### src/rtl/vga_display_bank.sv
// Double-buffered 16-entry display bank feeding the VGA controller.
// Back-bank writes publish on a VSync fall, then the new front is copied back.
module vga_display_bank #(
  parameter int DATA_W = 8,
  parameter int ADDR_W = 4
) (
  input  logic              CLK,
  input  logic              RESET,
  input  logic [ADDR_W-1:0] WrAddr,
  input  logic [DATA_W-1:0] WrData,
  input  logic              WrValid,
  output logic              WrReady,
  input  logic              Commit,
  output logic              CommitPending,
  input  logic              VSync,
  input  logic [ADDR_W-1:0] RdAddr,
  output logic [DATA_W-1:0] RdData
);

  localparam int DEPTH = 1 << ADDR_W;

  typedef enum logic [1:0] {
    S_IDLE,
    S_PENDING,
    S_COPY
  } state_t;

  state_t            state_q, state_d;
  logic              disp_sel_q, disp_sel_d;
  logic              vs_q, vs_d;
  logic [ADDR_W-1:0] idx_q, idx_d;
  logic [DATA_W-1:0] rd_data_q, rd_data_d;
  logic [DATA_W-1:0] bank_a_q [DEPTH];
  logic [DATA_W-1:0] bank_a_d [DEPTH];
  logic [DATA_W-1:0] bank_b_q [DEPTH];
  logic [DATA_W-1:0] bank_b_d [DEPTH];

  logic              vs_fall;
  logic              wr_fire;
  logic [DATA_W-1:0] copy_data;

  assign vs_fall       = vs_q & ~VSync;
  assign WrReady       = (state_q == S_IDLE);
  assign CommitPending = ~WrReady;
  assign wr_fire       = WrValid & WrReady;
  assign RdData        = rd_data_q;
  assign vs_d          = VSync;

  // disp_sel_q = 1 means bank B is the front
  assign copy_data = disp_sel_q ? bank_b_q[idx_q]
                                : bank_a_q[idx_q];

  always_comb begin
    state_d    = state_q;
    disp_sel_d = disp_sel_q;
    idx_d      = idx_q;
    unique case (state_q)
      S_IDLE: begin
        if (Commit) state_d = S_PENDING;
      end
      S_PENDING: begin
        if (vs_fall) begin
          disp_sel_d = ~disp_sel_q;
          idx_d      = '0;
          state_d    = S_COPY;
        end
      end
      S_COPY: begin
        idx_d = idx_q + 1'b1;
        if (&idx_q) state_d = S_IDLE;
      end
      default: state_d = S_IDLE;
    endcase
  end

  always_comb begin
    bank_a_d = bank_a_q;
    bank_b_d = bank_b_q;
    if (wr_fire) begin
      if (disp_sel_q) bank_a_d[WrAddr] = WrData;
      else            bank_b_d[WrAddr] = WrData;
    end
    if (state_q == S_COPY) begin
      if (disp_sel_q) bank_a_d[idx_q] = copy_data;
      else            bank_b_d[idx_q] = copy_data;
    end
  end

  always_comb begin
    rd_data_d = disp_sel_q ? bank_b_q[RdAddr]
                           : bank_a_q[RdAddr];
  end

  always_ff @(posedge CLK or posedge RESET) begin
    if (RESET) begin
      state_q    <= S_IDLE;
      disp_sel_q <= 1'b0;
      vs_q       <= 1'b1;
      idx_q      <= '0;
      rd_data_q  <= '0;
      for (int i = 0; i < DEPTH; i++) begin
        bank_a_q[i] <= '0;
        bank_b_q[i] <= '0;
      end
    end else begin
      state_q    <= state_d;
      disp_sel_q <= disp_sel_d;
      vs_q       <= vs_d;
      idx_q      <= idx_d;
      rd_data_q  <= rd_data_d;
      bank_a_q   <= bank_a_d;
      bank_b_q   <= bank_b_d;
    end
  end

endmodule

### config.mk
export PLATFORM = sky130hd
export DESIGN_NAME = vga_display_bank
export DESIGN_NICKNAME = d
export VERILOG_FILES = /design/src/rtl/vga_display_bank.sv
export SDC_FILE = /design/constraint.sdc
export NUM_CORES = 1
export LEC_CHECK = 0
export CORE_ASPECT_RATIO = 0.9
export CORE_MARGIN = 3
export CORE_UTILIZATION = 45
export DETAILED_ROUTE_END_ITERATION = 12
export PLACE_DENSITY_LB_ADDON = 0.08
export SLEW_MARGIN = 30
export SYNTH_ARGS = -nofsm -noshare
export SYNTH_HDL_FRONTEND = slang
export SYNTH_SLANG_ARGS = --single-unit
### constraint.sdc
create_clock -name CLK -period 12.4 [get_ports CLK]
set_clock_uncertainty 0.2 [all_clocks]
set_input_delay 3.72 -clock CLK [delete_from_list [all_inputs] [get_ports CLK]]
set_output_delay 3.72 -clock CLK [all_outputs]
set_load 0.01 [all_outputs]
# After elaboration in Yosys (flattened, before gate mapping)
# Cells that the tools add are included.
# op_classes
n_addsub	1
n_mul	0
div	0
reduce_logical	8
muxes	36
bitwise_logic	8
n_eq_ne	5
shifts	0
n_lt_le_gt_ge	5
# op_table
operator	count
128-bit two-way mux	8
128-bit bitwise mux	4
8-bit binary-select mux with 4-bit select	4
8-bit two-way mux	12
8-bit demux with 4-bit select	2
5-bit >= comparator, second input constant	3
4-bit NOT with 5-bit output	3
5-bit by 1-bit < comparator with 1-bit output, second input constant	2
4-bit one-hot mux with 2 select lines	1
2-bit two-way mux	3
2-bit one-hot mux with 3 select lines	1
4-bit by 1-bit adder with 4-bit output, second input constant	1
4-bit two-way mux	1
2-bit inequality test, second input constant	2
2-bit AND reduction	2
4-bit AND reduction	1
1-bit NOT	3
3-bit AND reduction	1
1-bit bitwise AND	2
2-bit by 1-bit == test with 1-bit output, second input constant	1
2-bit == test, second input constant	1
1-bit logical AND	2
2-bit zero test	1
2-bit by 1-bit inequality test with 1-bit output, second input constant	1
2-bit nonzero test	1
# totals
mem_bits_rw	0
latch_bits	0
n_memories	0
mem_bits_ro	0
output_inout_bits	10
regBits	272

# Longest topological paths before layout
# depth
word_depth	11
depth_mapped	11

# Worst setup path before layout
# No wires, ideal clock.
# synth_timing
path_type	input to register
from	input RdAddr[0]
to	register rd_data_q[0], in the netlist RdData[0]
stages	5
arrival_ns	5.462
path_buffers	2
path_slack_ns	6.614
path_cell_list	buf_2 > buf_2 > mux4_2 > mux4_2 > mux2_2
# synth_between
elab_chain_len	5
elab_cells_between_ends	8
classes_between	mux: 7; bitwise: 1
# synth_rtl
element	line	source
start, declared	16	input logic [ADDR_W-1:0] RdAddr,
4-bit NOT with 5-bit output (implied by the code) (*)	90, 91	
8-bit binary-select mux with 4-bit select, on equally long branches	91, 90	
8-bit two-way mux, on equally long branches (2 in series)	91, 90	
8-bit two-way mux (*)	90	rd_data_d = disp_sel_q ? bank_b_q[RdAddr]
net rd_data_d[0]	32	logic [DATA_W-1:0] rd_data_q, rd_data_d;
end signal, assigned	110	rd_data_q <= rd_data_d;
end, declared	32	
# Mark *: on every way through the listed nets, which the timed path passes. The rest lies on a longest branch. The select of a mux whose other input is x is not followed.
# A chain may end at the register's enable or synchronous reset.

# Worst setup path after layout
# layout_timing
from	register state_q[0]
to	output CommitPending
# layout_between
elab_chain_len	2
# layout_rtl
element	line	source
start, declared	28	state_t state_q, state_d;
start signal, assigned	106	state_q <= state_d;
2-bit zero test	43	assign WrReady = (state_q == S_IDLE);
1-bit NOT	44	assign CommitPending = ~WrReady;
end, declared	14	output logic CommitPending,
# No other way between the ends.

==> impl_metrics.py <==
metrics = {
    "status": {
        "status": "complete, no violations",
    },
    "placement": {
        "gp_congestion": 0.948,
        "dp_hpwl_mm": 37.9,
        "io_buffers": 30,
    },
    "final_layout": {
        "n_fill_cell": 3274,
        "diodes": 0,
        "area_growth_pct": 9.07,
        "layout.nets": 1387,
        "drive_above_1_share": 0.198,
    },
    "synthesis": {
        "yosysTopAreaCell": "dfrtp_1",
        "synth_most_common_cell": "mux2i_1",
        "synth_fp_nets": 1431,
        "synth.distinct_cells": 40,
        "synth-main-ff-cell": "dfrtp_1",
        "synth_area_leaders": "dfrtp_1 40%, mux2i_1 24%, mux4_2 18%",
        "yosysSeqAreaShare": 0.401,
        "synth_common_cells": "401 x mux2i_1, 271 x dfrtp_1, 136 x mux4_2, 116 x nand2_1, 89 x nor2_1",
        "netlist_instances": 1406,
        "yosysWarnings": 0,
        "yosysTopAreaCellShare": 0.400,
        "syn_area_um2": 17000,
        "ys_ff_latch": 272,
        "synth_enable_flop_cells": 0,
        "avgSynthCellArea_um2": 12.1,
        "async_flop_share": 1.00,
    },
    "cts": {
        "clock-sinks": 272,
        "cts_max_path_buffers": 3,
        "h-tree-depth": 1,
        "path_clk_slew_ps": 60,
        "numCtsBuffers": 30,
        "root_buffer": "clkbuf_16",
        "cts_hold_buf": 0,
        "clock_latency_ps": 590,
        "cts_setup_buffers": 0,
        "cts_tree": "done",
        "cts_resized": 0,
    },
    "floorplanning": {
        "row_count": 66,
        "ios": 31,
        "dieArea_um2": 40100,
        "core-area_um2": 36700,
        "die_w_um": 211,
        "start_util": 0.463,
        "die_h_um": 190,
    },
    "setup_path": {
        "cp_cell_sequence": "nor2_1 > inv_1 > clkdlybuf4s50_1",
        "cp-start-kind": "register",
        "worst-r2r-setup-slack_ps": 8360,
        "cpMaxStageDelayCell": "dfrtp_1",
        "cpPeakStageDelay_ps": 730,
        "crit_arrival_ps": 2060,
        "setup.worst_path.end_class": "output port",
        "crit_required_ps": 8480,
        "critPathMaxFanout": 15,
        "rr_worst_depth": 6,
        "crit_type": "reg -> out",
    },
    "worst_hold_path": {
        "holdCritPathClass": "reg -> reg",
        "min_path_cells": 2,
    },
    "timing": {
        "slew_headroom": 0.301,
        "slew_viol_final": 0,
        "worst_slew_pin_slew_ps": 1050,
        "setup_viol": 0,
        "rsz0062_at_grt": "false",
        "whs_ps": 386,
        "max_freq_ghz": 0.167,
        "min_period_ps": 5980,
        "finalSetupTns_ps": 0,
        "fin_crit_sh": 0.482,
        "final-hold-violation-count": 0,
    },
    "power_and_ir_drop": {
        "cellLeakagePower_nw": 8.19,
        "power_w": 0.00413,
        "p_per_area_nw_per_um2": 223,
        "peakVddDrop_mv": 0.117,
    },
    "drt": {
        "drc_errors": 0,
        "dr.pass1.iters": 6,
        "wirelength_mm": 57.8,
        "wl_per_cell_um": 31.1,
        "drtIter0Drc": 1297,
        "viasPerCell": 6.49,
        "ant_nets": 0,
        "vias": 12056,
    },
    "global_route": {
        "grt_max_degree": 88,
        "grt_overflow_total": 0,
        "grt_use_total": 0.292,
        "grt_pass1_wl_mm": 85.4,
        "grt_pass1_vias": 11885,
        "antenna_found_initial": 1,
    },
    "flow_run": {
        "drv_cap": 0,
    },
}
==> cells by family (layout without fill, tap and decap cells) <==
family / after synthesis / in the layout / share of synthesized area
AO/OA/AOI/OAI: 140 / 140 / 0.0445
flip-flops: 272 / 272 / 0.401
AND/OR/NAND/NOR: 277 / 277 / 0.0724
buffers and inverters: 139 / 115 / 0.0377
multiplexers: 572 / 572 / 0.440
adder cells (fa/ha/maj): 4 / 4 / 0.00295
XOR/XNOR: 2 / 2 / 0.00103
==> registers in the layout, indices dropped and copies added, names as in the netlist <==
signal and cells:
RdData 8, idx_q 4, bank_a_q 128, bank_b_q 128, disp_sel_q 1, vs_q 1, state_q 2
==> path summary, 6_finish.rpt <==
check	startpoint	to
max in group asynchronous	RESET	bank_b_q[85]
min reg2reg	bank_a_q[15]	bank_a_q[15]
min	bank_a_q[15]	bank_a_q[15]
min in group asynchronous	RESET	bank_a_q[105]
max reg2reg	idx_q[0]	bank_b_q[37]
max	state_q[0]	CommitPending
==> cells in the final DEF (no fill, tap or decap), types with 4 or more instances in the layout <==
master           instances
nand3b_1                 5
nand2_1                116
clkbuf_16               31
nor2_1                  78
a21oi_1                 74
nor2_2                  12
o22ai_2                  4
dfrtp_1                268
o21ai_0                 56
buf_4                   26
nor2b_1                  9
clkbuf_8                11
mux2i_1                401
mux4_2                 136
inv_1                    4
nand2b_1                 4
a2111o_1                 4
clkdlybuf4s50_1         27
or3_1                    4
nor3_1                   5
ha_1                     4
and2_1                   4
mux2_2                  32
nand4_1                 11
nand3_1                 14
clkbuf_1                 7
==> metrics by stage <==
step           cell area [um^2]  worst slack (ps)  cells  utilization
6_report                  18500              6420   1858        0.505
5_1_grt                   18500              6320   1858        0.505
4_1_cts                   18500              6260   1858        0.504
3_5_place_dp              17500              5650   1806        0.477
3_3_place_gp              17500              5660   1806        0.477
2_1_floorplan             17000               986   1406            -
==> cell type report <==
type / count / area [um^2] / share of cell area
Timing Repair Buffer: 58 / 509 / 0.0275
Clock buffer: 49 / 953 / 0.0515
Clock inverter: 3 / 40.0 / 0.00216
Sequential cell: 272 / 6810 / 0.368
Multi-Input combinational cell: 995 / 9570 / 0.517
Tap cell: 476 / 596 / 0.0322
Inverter: 5 / 26.3 / 0.00142
==> worst max-delay path: cells and delay by family, from the launching register on <==
kind | cells | cell delay (ps)
buffers and inverters | 2 | 610
flip-flops | 1 | 730
AND/OR/NAND/NOR | 1 | 150
==> metal layers <==
| metal | routed length, um | GRT usage | vias to the layer above |
|---|---|---|---|
| li1 | - | - | 5171 |
| met1 | 25000 | 0.418 | 6255 |
| met2 | 24600 | 0.419 | 528 |
| met3 | 6620 | 0.117 | 100 |
| met4 | 1540 | 0.0680 | 2 |
| met5 | 17 | 0 | - |
==> power by group <==
group,switching [W],internal (W)
Clock,0.000381,0.000539
Combinational,0.000829,0.000751
Sequential,0.000403,0.00123
No activity file was read; power rests on OpenSTA's default activity.
